===== src/rtl/cache_port_arbiter.sv =====
// Round-robin arbiter sharing one cache request/response port among NUM_REQ requesters.
// Responses return in order and are routed back through an in-order ID FIFO.
module cache_port_arbiter #(
    parameter int unsigned NUM_REQ         = 4,
    parameter int unsigned ADDR_WIDTH      = 32,
    parameter int unsigned DATA_WIDTH      = 32,
    parameter int unsigned TRANS_ID_WIDTH  = 8,
    parameter int unsigned MAX_OUTSTANDING = 4
) (
    input  logic                                   clk,
    input  logic                                   rst,
    input  logic [NUM_REQ-1:0]                     req_valid,
    output logic [NUM_REQ-1:0]                     req_ready,
    input  logic [NUM_REQ*ADDR_WIDTH-1:0]          req_addr,
    input  logic [NUM_REQ*2-1:0]                   req_type,
    input  logic [NUM_REQ*TRANS_ID_WIDTH-1:0]      req_trans_id,
    output logic [NUM_REQ-1:0]                     resp_valid,
    input  logic [NUM_REQ-1:0]                     resp_ready,
    output logic [DATA_WIDTH-1:0]                  resp_data,
    output logic                                   resp_hit,
    output logic [TRANS_ID_WIDTH-1:0]              resp_trans_id,
    output logic                                   cache_req_valid,
    input  logic                                   cache_req_ready,
    output logic [ADDR_WIDTH-1:0]                  cache_req_addr,
    output logic [1:0]                             cache_req_type,
    output logic [TRANS_ID_WIDTH-1:0]              cache_req_trans_id,
    input  logic                                   cache_resp_valid,
    output logic                                   cache_resp_ready,
    input  logic [DATA_WIDTH-1:0]                  cache_resp_data,
    input  logic                                   cache_resp_hit,
    input  logic [TRANS_ID_WIDTH-1:0]              cache_resp_trans_id,
    output logic [$clog2(MAX_OUTSTANDING):0]       outstanding,
    output logic                                   err_spurious,
    output logic                                   err_id_mismatch
);
    localparam int unsigned IW = $clog2(NUM_REQ);
    localparam int unsigned PW = $clog2(MAX_OUTSTANDING);
    localparam int unsigned CW = PW + 1;

    logic [ADDR_WIDTH-1:0]     addr_arr [NUM_REQ];
    logic [1:0]                type_arr [NUM_REQ];
    logic [TRANS_ID_WIDTH-1:0] id_arr   [NUM_REQ];

    logic [IW-1:0]             rr_ptr_q, rr_ptr_d;
    logic [IW-1:0]             held_q, held_d;
    logic                      lock_q, lock_d;
    logic [PW-1:0]             wr_ptr_q, wr_ptr_d;
    logic [PW-1:0]             rd_ptr_q, rd_ptr_d;
    logic [CW-1:0]             count_q, count_d;
    logic [IW-1:0]             fifo_idx_q [MAX_OUTSTANDING];
    logic [IW-1:0]             fifo_idx_d [MAX_OUTSTANDING];
    logic [TRANS_ID_WIDTH-1:0] fifo_id_q  [MAX_OUTSTANDING];
    logic [TRANS_ID_WIDTH-1:0] fifo_id_d  [MAX_OUTSTANDING];
    logic                      err_spurious_q, err_spurious_d;
    logic                      err_id_mismatch_q, err_id_mismatch_d;

    logic [IW-1:0]             grant;
    logic                      has_grant;
    logic                      full, nonempty, accept, pop;
    logic [IW-1:0]             head_idx;
    logic [TRANS_ID_WIDTH-1:0] head_id;

    always_comb begin
        for (int unsigned i = 0; i < NUM_REQ; i++) begin
            addr_arr[i] = req_addr[i*ADDR_WIDTH +: ADDR_WIDTH];
            type_arr[i] = req_type[i*2 +: 2];
            id_arr[i]   = req_trans_id[i*TRANS_ID_WIDTH +: TRANS_ID_WIDTH];
        end
    end

    // A stalled request keeps its grant regardless of what other requesters do.
    always_comb begin
        int unsigned j;
        j         = 0;
        grant     = rr_ptr_q;
        has_grant = 1'b0;
        if (lock_q) begin
            grant     = held_q;
            has_grant = 1'b1;
        end else begin
            for (int unsigned k = 0; k < NUM_REQ; k++) begin
                j = (32'(rr_ptr_q) + k) % NUM_REQ;
                if (!has_grant && req_valid[IW'(j)]) begin
                    grant     = IW'(j);
                    has_grant = 1'b1;
                end
            end
        end
    end

    assign full     = (count_q == CW'(MAX_OUTSTANDING));
    assign nonempty = (count_q != '0);
    assign head_idx = fifo_idx_q[rd_ptr_q];
    assign head_id  = fifo_id_q[rd_ptr_q];

    assign cache_req_valid    = has_grant & ~full & ~rst;
    assign accept             = cache_req_valid & cache_req_ready;
    assign req_ready          = accept ? (NUM_REQ'(1) << grant) : '0;
    assign cache_req_addr     = (rst || !has_grant) ? '0 : addr_arr[grant];
    assign cache_req_type     = (rst || !has_grant) ? '0 : type_arr[grant];
    assign cache_req_trans_id = (rst || !has_grant) ? '0 : id_arr[grant];

    assign cache_resp_ready = nonempty & resp_ready[head_idx];
    assign resp_valid       = (cache_resp_valid && nonempty) ? (NUM_REQ'(1) << head_idx) : '0;
    assign pop              = cache_resp_valid & cache_resp_ready;
    assign resp_data        = rst ? '0 : cache_resp_data;
    assign resp_hit         = rst ? 1'b0 : cache_resp_hit;
    assign resp_trans_id    = rst ? '0 : cache_resp_trans_id;

    assign outstanding     = count_q;
    assign err_spurious    = err_spurious_q;
    assign err_id_mismatch = err_id_mismatch_q;

    always_comb begin
        rr_ptr_d          = rr_ptr_q;
        held_d            = held_q;
        lock_d            = lock_q;
        wr_ptr_d          = wr_ptr_q;
        rd_ptr_d          = rd_ptr_q;
        fifo_idx_d        = fifo_idx_q;
        fifo_id_d         = fifo_id_q;
        err_spurious_d    = err_spurious_q;
        err_id_mismatch_d = err_id_mismatch_q;
        count_d           = count_q;

        if (accept) begin
            fifo_idx_d[wr_ptr_q] = grant;
            fifo_id_d[wr_ptr_q]  = id_arr[grant];
            wr_ptr_d             = wr_ptr_q + 1'b1;
            rr_ptr_d             = (grant == IW'(NUM_REQ - 1)) ? '0 : grant + 1'b1;
            lock_d               = 1'b0;
        end else if (cache_req_valid) begin
            lock_d = 1'b1;
            held_d = grant;
        end

        if (pop) begin
            rd_ptr_d = rd_ptr_q + 1'b1;
            if (cache_resp_trans_id != head_id)
                err_id_mismatch_d = 1'b1;
        end

        if (cache_resp_valid && !nonempty)
            err_spurious_d = 1'b1;

        if (accept && !pop)
            count_d = count_q + 1'b1;
        else if (pop && !accept)
            count_d = count_q - 1'b1;
    end

    always_ff @(posedge clk or posedge rst) begin
        if (rst) begin
            rr_ptr_q          <= '0;
            held_q            <= '0;
            lock_q            <= 1'b0;
            wr_ptr_q          <= '0;
            rd_ptr_q          <= '0;
            count_q           <= '0;
            err_spurious_q    <= 1'b0;
            err_id_mismatch_q <= 1'b0;
            for (int unsigned i = 0; i < MAX_OUTSTANDING; i++) begin
                fifo_idx_q[i] <= '0;
                fifo_id_q[i]  <= '0;
            end
        end else begin
            rr_ptr_q          <= rr_ptr_d;
            held_q            <= held_d;
            lock_q            <= lock_d;
            wr_ptr_q          <= wr_ptr_d;
            rd_ptr_q          <= rd_ptr_d;
            count_q           <= count_d;
            err_spurious_q    <= err_spurious_d;
            err_id_mismatch_q <= err_id_mismatch_d;
            fifo_idx_q        <= fifo_idx_d;
            fifo_id_q         <= fifo_id_d;
        end
    end

endmodule


===== config.mk =====
export PLATFORM = sky130hd
export DESIGN_NAME = cache_port_arbiter
export DESIGN_NICKNAME = d
export VERILOG_FILES = /design/src/rtl/cache_port_arbiter.sv
export SDC_FILE = /design/constraint.sdc
export NUM_CORES = 1
export LEC_CHECK = 0
export CORE_MARGIN = 8
export CORE_UTILIZATION = 38
export DETAILED_ROUTE_END_ITERATION = 8
export PLACE_DENSITY = 0.83
export SYNTH_ARGS = -nofsm -noshare
export SYNTH_HDL_FRONTEND = slang
export SYNTH_SLANG_ARGS = --single-unit

===== constraint.sdc =====
create_clock -name clk -period 2.85 [get_ports clk]
set_input_delay 0.4275 -clock clk [delete_from_list [all_inputs] [get_ports clk]]
set_output_delay 0.4275 -clock clk [all_outputs]
set_load 0.1 [all_outputs]

==> metrics.txt <==
area leader, netlist dfrtp_1; Layout area overhead 88.9%; Fillers 882; overall power 11.3 mW; share of post-route cells with drive strength above 1 41.8%; Final Skew 0.00565 ns; gpl congestion 1.01; Via density 5.61; Via Count 5493; unique cell type count in the Yosys netlist 44; worst hold path startpoint err_id_mismatch$_DFFE_PP0P_; HP Class reg -> reg; Final Util 73.1%; cell family with most CP delay compound AO/OA/AOI/OAI gates; total global-route track usage 26.9%; vias in the first global route 5854; CP arrival 2.47 ns; Worst-Skew Late Latency 0.29 ns; CTS H-tree lvls 2; Starting Density 38.7%; syn avg cell area 11.3 um^2; worst-margin pin slew 0.693 ns; CP cell instances nor2b_4 > o21ai_1 > o21ai_2 > a31oi_4 > buf_4 > mux4_2 > and2_2 > buf_12; busiest grt layer met2; CTS tree done; grt met2 use 50.2%; post-synth top area share 26.5%; CTS Buf Count 5; WL per Instance 24.9 um; status finished, violations left; drt drc 0; Yosys reg bits 54; Post-synth top flop dfrtp_1; DIE HEIGHT 132 um; fmax 345 MHz; Reg clk slew, reported paths 0.07 ns; crit-path max FO 9; Worst Setup SP rr_ptr_q[0]$_DFFE_PP0P_; IO Pins 319; largest net degree at the start of global routing 50; hold path depth 1; die width 132 um; grt met3 use 6.14%; slew margin rel. 53.8%; sequential element share of the synthesized area 26.5%; Hold Fails Final Rpt 0; pre-CTS WS -0.371 ns; DR iter-0 viols 438; EDFF count, synth 0; die area 17400 um^2; Worst path max stage delay 0.51 ns; Stages on worst setup path 8; synth top area cells dfrtp_1 (26%), mux4_1 (14%), mux2_2 (11%); FF-to-FF path depth 9; r2r setup slk 0.10 ns; Rows 42; final setup fails 27; antenna violations before repair 2; Worst Path Buf+Inv 2; Mapped Area 5110 um^2; crit end category output pin; clk sink count 54; Synth Warn # 0; crit path kind reg -> out; reg2reg start rd_ptr_q[0]$_DFFE_PP0P_; failing checks negative setup slack; Root Buffer clkbuf_16; RSZ-0062 raised after global routing yes; GRT met1 Usage 29.6%; VDD IR max 1330 uV; PD cells 1170 nW/um^2; Post-Route WL 24400 um; count leader, synth nor2b_1; antenna viol nets, final 0; ys async rst share 100%; MaxCap Viol Count 0; final-report max-slew violation count 0; Gate Count Post-Synth 450; Core Area 13200 um^2; first-pass GRT wire length 36800 um; gr ovfl total 0; leakage 4.00 nW; fin nets 1032; Worst EP required 2.42 ns; CP max-delay cell mux4_2; startpoint types flip-flop; Min Clock Period, post-route 2.90 ns; IO Port Bufs 318; period utilization 102%; slack of the critical path -0.0463 ns; Pre-Repair DR Iteration Count 6; Post-DP HPWL 19600 um; most frequent cells after synthesis nor2b_1 (60), dfrtp_1 (54), mux2_2 (52); Mapped Nets 681; clk buf depth 2
==> metrics by stage <==
| stage | area (um^2) | std cells | setup TNS, ns | hold WS, ns |
|---|---|---|---|---|
| global route | 9650 | 980 | -4.01 | 0.492 |
| CTS | 9550 | 971 | -0.446 | 0.475 |
| global placement | 9240 | 952 | -12.91 | 0.456 |
| finish | 9650 | 980 | -0.492 | 0.475 |
| floorplan | 5170 | 450 | -0.431 | 0.459 |
| detailed placement | 9240 | 952 | -16.84 | 0.457 |
==> cell families (layout without fill, tap and decap cells) <==
logic type / after synthesis / in the layout / share of synthesized area [%]
multiplexers: 101 / 101 / 34.4
other: 0 / 2 / 0
AO/OA/AOI/OAI: 46 / 46 / 8.06
flip-flops: 54 / 54 / 26.5
XOR/XNOR: 14 / 14 / 2.40
buffers and inverters: 46 / 398 / 4.97
AND/OR/NAND/NOR: 179 / 179 / 21.1
adder cells (fa/ha/maj): 10 / 10 / 2.60
==> report_power, final <==
group | internal, mW | switching [mW] | total, mW
Sequential | 1.14 | 0.251 | 1.39
Combinational | 4.14 | 5.12 | 9.25
Clock | 0.353 | 0.270 | 0.622
Total | 5.63 | 5.64 | 11.3
==> state kept, by name (all words and copies together), names as in the netlist <==
register,flops
err_id_mismatch,1
wr_ptr_q,2
outstanding,3
rr_ptr_q,2
held_q,2
rd_ptr_q,2
fifo_idx_q,8
lock_q,1
fifo_id_q,32
err_spurious,1
==> cell usage in the layout (no fill, tap or decap), types with 29 or more instances in the layout <==
master,instances
and2_4,29
buf_12,64
buf_4,87
clkdlybuf4s50_1,215
dfrtp_1,50
mux2_2,51
mux4_2,40
nand3_1,34
nor2b_1,59
==> metal layers <==
layer  vias to the layer above  part of all wire, %  wire length [um]
li1                       2417                    -                 -
met5                         -                    0                 0
met1                      2754                   37              8940
met3                        46                  7.1              1750
met4                         0                  2.5               602
met2                       276                   54             13100
==> timing repair <==
action / CTS / global route
pin swaps: 6 / 4
hold buffers: 0 / 0
endpoints found under the setup margin: 47 / 48
gates cloned: 3 / 2
setup buffers: 9 / 7
resized for setup: 72 / 24
==> path summary, 6_finish.rpt <==
check	to
worst max-delay path	cache_req_addr[30]
worst min-delay path	err_id_mismatch$_DFFE_PP0P_
worst max register to register	outstanding[2]$_DFFE_PP0P_
worst min register to register	err_id_mismatch$_DFFE_PP0P_
max in group asynchronous	fifo_id_q[18]$_DFFE_PP0P_
min in group asynchronous	fifo_idx_q[0]$_DFFE_PP0P_
==> cell type report <==
type	count	area [um^2]	area share, %
antenna	2	5.00	0.0519
clock buffer	6	139	1.44
clock inverter	2	17.5	0.182
inverter	9	41.3	0.428
multi-input combinational	350	3600	37.3
sequential	54	1360	14.1
tap	176	220	2.28
timing repair buffer	381	4270	44.2
No activity file was read; power rests on OpenSTA's default activity.
